## config.mk

```make
export PLATFORM = sky130hd
export DESIGN_NAME = line_burst_responder
export DESIGN_NICKNAME = d
export VERILOG_FILES = /design/src/rtl/line_burst_pkg.sv /design/src/rtl/line_beat_buffer.sv /design/src/rtl/line_burst_responder.sv
export SDC_FILE = /design/constraint.sdc
export NUM_CORES = 1
export LEC_CHECK = 0
export CORE_AREA = 5 5 274 276
export DETAILED_ROUTE_END_ITERATION = 6
export DIE_AREA = 0 0 279 281
export DONT_BUFFER_PORTS = 1
export SLEW_MARGIN = 20
export SYNTH_ARGS = -nofsm -noshare
export SYNTH_HDL_FRONTEND = slang
export SYNTH_SLANG_ARGS = --single-unit
```

## constraint.sdc

```tcl
create_clock -name clk -period 7.23 [get_ports clk]
set_input_delay 1.446 -clock clk [delete_from_list [all_inputs] [get_ports clk]]
set_output_delay 1.446 -clock clk [all_outputs]
set_load 0.03 [all_outputs]
```

## src/rtl/line_burst_pkg.sv

```systemverilog
// rtl/line_burst_pkg.sv - shared types and default geometry for the line burst responder
package line_burst_pkg;

    localparam int LINE_W      = 256;
    localparam int BEAT_W      = 64;
    localparam int BEATS       = LINE_W / BEAT_W;
    localparam int OFFSET_BITS = $clog2(LINE_W / 8);

    typedef enum logic [1:0] {
        IDLE = 2'd0,
        RD   = 2'd1,
        WR   = 2'd2,
        DONE = 2'd3
    } state_t;

    typedef logic [((BEATS > 1) ? $clog2(BEATS) : 1)-1:0] beat_idx_t;

endpackage

```

## src/rtl/line_beat_buffer.sv

```systemverilog
// rtl/line_beat_buffer.sv - line register with full-line load, per-beat write and indexed beat read
module line_beat_buffer #(
    parameter int LINE_W = 256,
    parameter int BEAT_W = 64,
    parameter int IDX_W  = 2
) (
    input  logic              clk,
    input  logic              rst,
    input  logic              load,
    input  logic [LINE_W-1:0] load_line,
    input  logic              beat_we,
    input  logic [IDX_W-1:0]  beat_idx,
    input  logic [BEAT_W-1:0] beat_wdata,
    output logic [LINE_W-1:0] line,
    output logic [BEAT_W-1:0] beat_rdata
);

    always_ff @(posedge clk) begin
        if (rst) begin
            line <= '0;
        end else if (load) begin
            line <= load_line;
        end else if (beat_we) begin
            line[int'(beat_idx)*BEAT_W +: BEAT_W] <= beat_wdata;
        end
    end

    assign beat_rdata = line[int'(beat_idx)*BEAT_W +: BEAT_W];

endmodule

```

## src/rtl/line_burst_responder.sv

```systemverilog
// rtl/line_burst_responder.sv - serves whole-line pmem requests as beat bursts; LINE_BURST_PERF_EN adds perf counters
module line_burst_responder #(
    parameter int LINE_W = 256,
    parameter int BEAT_W = 64,
    parameter int ADDR_W = 32
) (
    input  logic              clk,
    input  logic              rst,
    input  logic              pmem_read,
    input  logic              pmem_write,
    input  logic [ADDR_W-1:0] pmem_address,
    input  logic [LINE_W-1:0] pmem_wdata,
    output logic [LINE_W-1:0] pmem_rdata,
    output logic              pmem_resp,
    output logic              burst_read,
    output logic              burst_write,
    output logic [ADDR_W-1:0] burst_address,
    output logic [BEAT_W-1:0] burst_wdata,
    input  logic [BEAT_W-1:0] burst_rdata,
    input  logic              burst_resp
`ifdef LINE_BURST_PERF_EN
    ,
    output logic [31:0]       perf_rd_cnt,
    output logic [31:0]       perf_wr_cnt,
    output logic [31:0]       perf_stall_cnt
`endif
);

    import line_burst_pkg::*;

    localparam int BEATS   = LINE_W / BEAT_W;
    localparam int CNT_W   = (BEATS > 1) ? $clog2(BEATS) : 1;
    localparam int OFF_W   = $clog2(LINE_W / 8);
    localparam logic [CNT_W-1:0]  LAST_BEAT = CNT_W'(BEATS - 1);
    localparam logic [ADDR_W-1:0] ADDR_MASK = ~((ADDR_W'(1) << OFF_W) - ADDR_W'(1));

    state_t            state;
    state_t            state_next;
    logic [CNT_W-1:0]  cnt;
    logic              beat_xfer;
    logic              last_xfer;
    logic              buf_load;
    logic              buf_we;
    logic [LINE_W-1:0] buf_line;
    logic [BEAT_W-1:0] buf_beat;
    logic [LINE_W-1:0] merged_line;

    assign beat_xfer = ((state == RD) || (state == WR)) && burst_resp;
    assign last_xfer = beat_xfer && (cnt == LAST_BEAT);
    assign buf_load  = (state == IDLE) && pmem_write;
    assign buf_we    = (state == RD) && burst_resp;

    line_beat_buffer #(
        .LINE_W (LINE_W),
        .BEAT_W (BEAT_W),
        .IDX_W  (CNT_W)
    ) u_buf (
        .clk        (clk),
        .rst        (rst),
        .load       (buf_load),
        .load_line  (pmem_wdata),
        .beat_we    (buf_we),
        .beat_idx   (cnt),
        .beat_wdata (burst_rdata),
        .line       (buf_line),
        .beat_rdata (buf_beat)
    );

    // The final read beat is still in flight on the bus, so fold it in when publishing the line.
    always_comb begin
        merged_line = buf_line;
        merged_line[int'(cnt)*BEAT_W +: BEAT_W] = burst_rdata;
    end

    always_comb begin
        state_next  = state;
        burst_read  = 1'b0;
        burst_write = 1'b0;
        pmem_resp   = 1'b0;
        burst_wdata = '0;
        case (state)
            IDLE: begin
                if (pmem_write) begin
                    state_next = WR;
                end else if (pmem_read) begin
                    state_next = RD;
                end
            end
            RD: begin
                burst_read = 1'b1;
                if (last_xfer) begin
                    state_next = DONE;
                end
            end
            WR: begin
                burst_write = 1'b1;
                burst_wdata = buf_beat;
                if (last_xfer) begin
                    state_next = DONE;
                end
            end
            DONE: begin
                pmem_resp  = 1'b1;
                state_next = IDLE;
            end
            default: state_next = IDLE;
        endcase
    end

    always_ff @(posedge clk) begin
        if (rst) begin
            state         <= IDLE;
            cnt           <= '0;
            burst_address <= '0;
            pmem_rdata    <= '0;
        end else begin
            state <= state_next;
            if ((state == IDLE) && (pmem_read || pmem_write)) begin
                burst_address <= pmem_address & ADDR_MASK;
            end
            if (beat_xfer) begin
                cnt <= last_xfer ? '0 : cnt + CNT_W'(1);
            end
            if ((state == RD) && last_xfer) begin
                pmem_rdata <= merged_line;
            end
        end
    end

`ifdef LINE_BURST_PERF_EN
    logic op_wr;

    always_ff @(posedge clk) begin
        if (rst) begin
            op_wr          <= 1'b0;
            perf_rd_cnt    <= '0;
            perf_wr_cnt    <= '0;
            perf_stall_cnt <= '0;
        end else begin
            if (state == IDLE) begin
                op_wr <= pmem_write;
            end
            if ((state == DONE) && !op_wr && (perf_rd_cnt != 32'hFFFF_FFFF)) begin
                perf_rd_cnt <= perf_rd_cnt + 32'd1;
            end
            if ((state == DONE) && op_wr && (perf_wr_cnt != 32'hFFFF_FFFF)) begin
                perf_wr_cnt <= perf_wr_cnt + 32'd1;
            end
            if (((state == RD) || (state == WR)) && !burst_resp
                && (perf_stall_cnt != 32'hFFFF_FFFF)) begin
                perf_stall_cnt <= perf_stall_cnt + 32'd1;
            end
        end
    end
`endif

endmodule

```

==> impl_metrics.py <==
metrics = {
    "outcome": {
        "status": "finished, final reports clean",
    },
    "routing": {
        "routed-via-count": 23770,
        "via_per_inst": 6.74,
        "ant_nets": 0,
        "drc": 0,
        "routed_wl_mm": 109,
        "wl_per_cell_um": 30.9,
        "drt_pass1_iterations": 6,
        "initialDrtViolationCount": 2689,
    },
    "setup_path": {
        "critPathArrivalTime_ns": 2.95,
        "crit_path_end_kind": "output pin",
        "worstPathMaxFanout": 86,
        "critPathRequiredTime_ns": 5.78,
        "rr_startpoint": "cnt[0]",
        "crit_start": "cnt[0]",
        "crit_type": "reg -> out",
        "worstSetupStartpointType": "register",
    },
    "sta": {
        "fin_setup_tns_ns": 0,
        "grt_setup_unrepaired": "no",
        "relSlewSlack_pct": 7.16,
        "finalHoldViolCount": 0,
        "setup-violations-final": 0,
        "min_period_ns": 4.40,
        "max_freq_mhz": 228,
        "worst_pin_slew_ns": 1.39,
        "fin_skew_ns": 0.0257,
        "period_share_pct": 60.8,
        "slew_violations": 0,
    },
    "layout": {
        "final_common_cell": "dfxtp_1",
        "fin_cells": 3526,
        "final_layout_size_suffix_gt1_share_pct": 17.8,
        "nNetsFinal": 2873,
        "syn2layout_area_growth_pct": 8.00,
        "final_cell_mix": "dfxtp_1, nor2_1, nor2b_1, a22oi_1, o22ai_1",
    },
    "yosys": {
        "synthArstFlopShare_pct": 0,
        "synth_flop_cell": "dfxtp_1",
        "ys_seq_area_share_pct": 40.5,
        "avgSynthCellArea_sq_um": 9.75,
        "ys_types": 48,
        "synth_edf_count": 0,
        "ys_ff_latch": 543,
        "synth_warnings": 0,
        "syn_area_sq_um": 26800,
        "syn_inst": 2753,
    },
    "clock_tree": {
        "clk_pin_slew_worst_paths_ns": 0.06,
        "ctsResizeCount": 0,
        "cts_tree": "built",
        "cts_made_buffers": 66,
        "clk_latency_ns": 0.61,
        "clockBufferDepth": 3,
        "clock_sink_count": 543,
        "cts-root-buf": "clkbuf_16",
        "cts_setup_buffers": 0,
        "htree_num_levels": 3,
        "ctsHoldBuffers": 0,
    },
    "floorplanning": {
        "start_util_pct": 37.1,
        "core_sq_um": 72300,
        "die_w_um": 279,
        "rows": 99,
        "pin_count": 712,
        "die_area_sq_um": 78400,
        "die_y_um": 281,
    },
    "global_routing": {
        "grt_max_degree": 545,
        "grt_first_pass_wirelength_mm": 158,
        "antenna_found_initial": 14,
        "grt_pass1_vias": 22856,
        "grtUsageTotal_pct": 25.9,
        "gr-total-overflow": 0,
    },
    "placement": {
        "placed_cells": 3397,
        "routabilityCongestion": 0.906,
        "post-dp-hpwl_mm": 66.7,
        "io_buffers": 0,
    },
    "power_and_ir_drop": {
        "seqPwrFrac_pct": 36.8,
        "p_comb_share_pct": 30.4,
        "ir_worst_vdd_mv": 0.212,
        "p_per_area_nw_per_um2": 354,
        "p_int_w": 0.00637,
        "netSwitchingFraction_pct": 37.9,
        "p_clk_share_pct": 32.7,
        "power.switching_w": 0.00389,
        "p_leak_nw": 8.74,
    },
    "worst_hold_path": {
        "worstHoldStart": "state[0]",
        "hold_path.class": "reg -> reg",
    },
    "run": {
        "cap_violations": 0,
    },
}
==> synth_stat cells, types with 4 or more instances <==
cell,count,share of area [%]
dfxtp_1,543,40
nor2_1,259,3.6
clkbuf_1,201,2.8
a22oi_1,192,5.4
nor2b_1,192,4.5
o22ai_1,192,4.5
nand2_1,122,1.7
a211oi_2,120,5.6
a41oi_2,120,7.3
buf_2,109,2.0
a21oi_1,94,1.8
a211oi_1,72,2.0
and2_1,66,1.5
nand4_1,65,1.5
a221oi_1,64,2.1
a31oi_1,64,1.5
a32oi_1,64,2.1
mux4_2,64,5.4
nor3_1,64,1.2
buf_4,16,0.45
buf_12,11,0.82
ha_1,10,0.47
a41oi_1,8,0.26
buf_1,8,0.11
buf_6,4,0.17
clkbuf_4,4,0.11
inv_1,4,0.056
==> critical path, stage by stage, from the launching register on <==
cell and delay (ns):
dfxtp_4 0.63, buf_12 0.51, mux4_2 0.64, and2_1 0.30
==> per-stage QoR <==
stage               worst slack (ns)  hold WS [ns]  area, sq um  total power [W]  utilization (%)
finish                          2.83         0.554        29000           0.0103             40.1
global route                    2.74         0.593        29000           0.0107             40.1
CTS                             2.82         0.549        29000           0.0103             40.0
detailed placement              3.38         0.537        26800          0.00690             37.0
global placement                3.44         0.531        26800          0.00682             37.0
floorplan                       4.17         0.484        26900          0.00610                -
==> registers in the layout (all words and copies together) (netlist names) <==
signal	count
u_buf.line	256
cnt	2
burst_address	27
state	2
pmem_rdata	256
==> per-layer routing <==
metal  routed length [um]  global-route usage (%)  vias up  part of all wire [%]
met1                41400                    32.6    11833                    38
met4                 5230                    11.5        8                   4.8
met3                12200                    8.23      312                    11
li1                     -                       -    10117                     -
met2                50100                    40.7     1500                    46
met5                   51                       0        -                 0.047
==> layout make-up <==
class | count | area [sq um]
timing repair buffer | 34 | 375
clock buffer | 103 | 1970
sequential | 543 | 10900
clock inverter | 16 | 194
inverter | 5 | 22.5
fill | 7081 | 43400
multi-input combinational | 1856 | 14300
tap | 959 | 1200
antenna | 10 | 25.0
==> kinds of logic after synthesis <==
| logic type | count (synthesis) | synth area share (%) |
|---|---|---|
| other | 1 | 0.0140 |
| AO/OA/AOI/OAI | 998 | 32.6 |
| adder cells (fa/ha/maj) | 10 | 0.466 |
| AND/OR/NAND/NOR | 778 | 14.4 |
| multiplexers | 65 | 5.41 |
| flip-flops | 543 | 40.5 |
| buffers and inverters | 358 | 6.57 |
==> worst paths after layout <==
kind / slack, ns / cells after the start / end
min: 0.55 / 2 / state[0]
max: 2.83 / 3 / burst_wdata[22]
min reg2reg: 0.55 / 2 / state[0]
max reg2reg: 3.38 / 6 / u_buf.line[29]
==> power groups by stage <==
stage	clock network (W)	registers, W	logic [W]
2_1_floorplan	0	0.00367	0.00243
3_3_place_gp	0	0.00381	0.00301
3_5_place_dp	0	0.00382	0.00308
4_1_cts	0.00341	0.00376	0.00309
5_1_grt	0.00352	0.00381	0.00332
6_report	0.00336	0.00378	0.00312
Power figures use the tool's default switching activity.
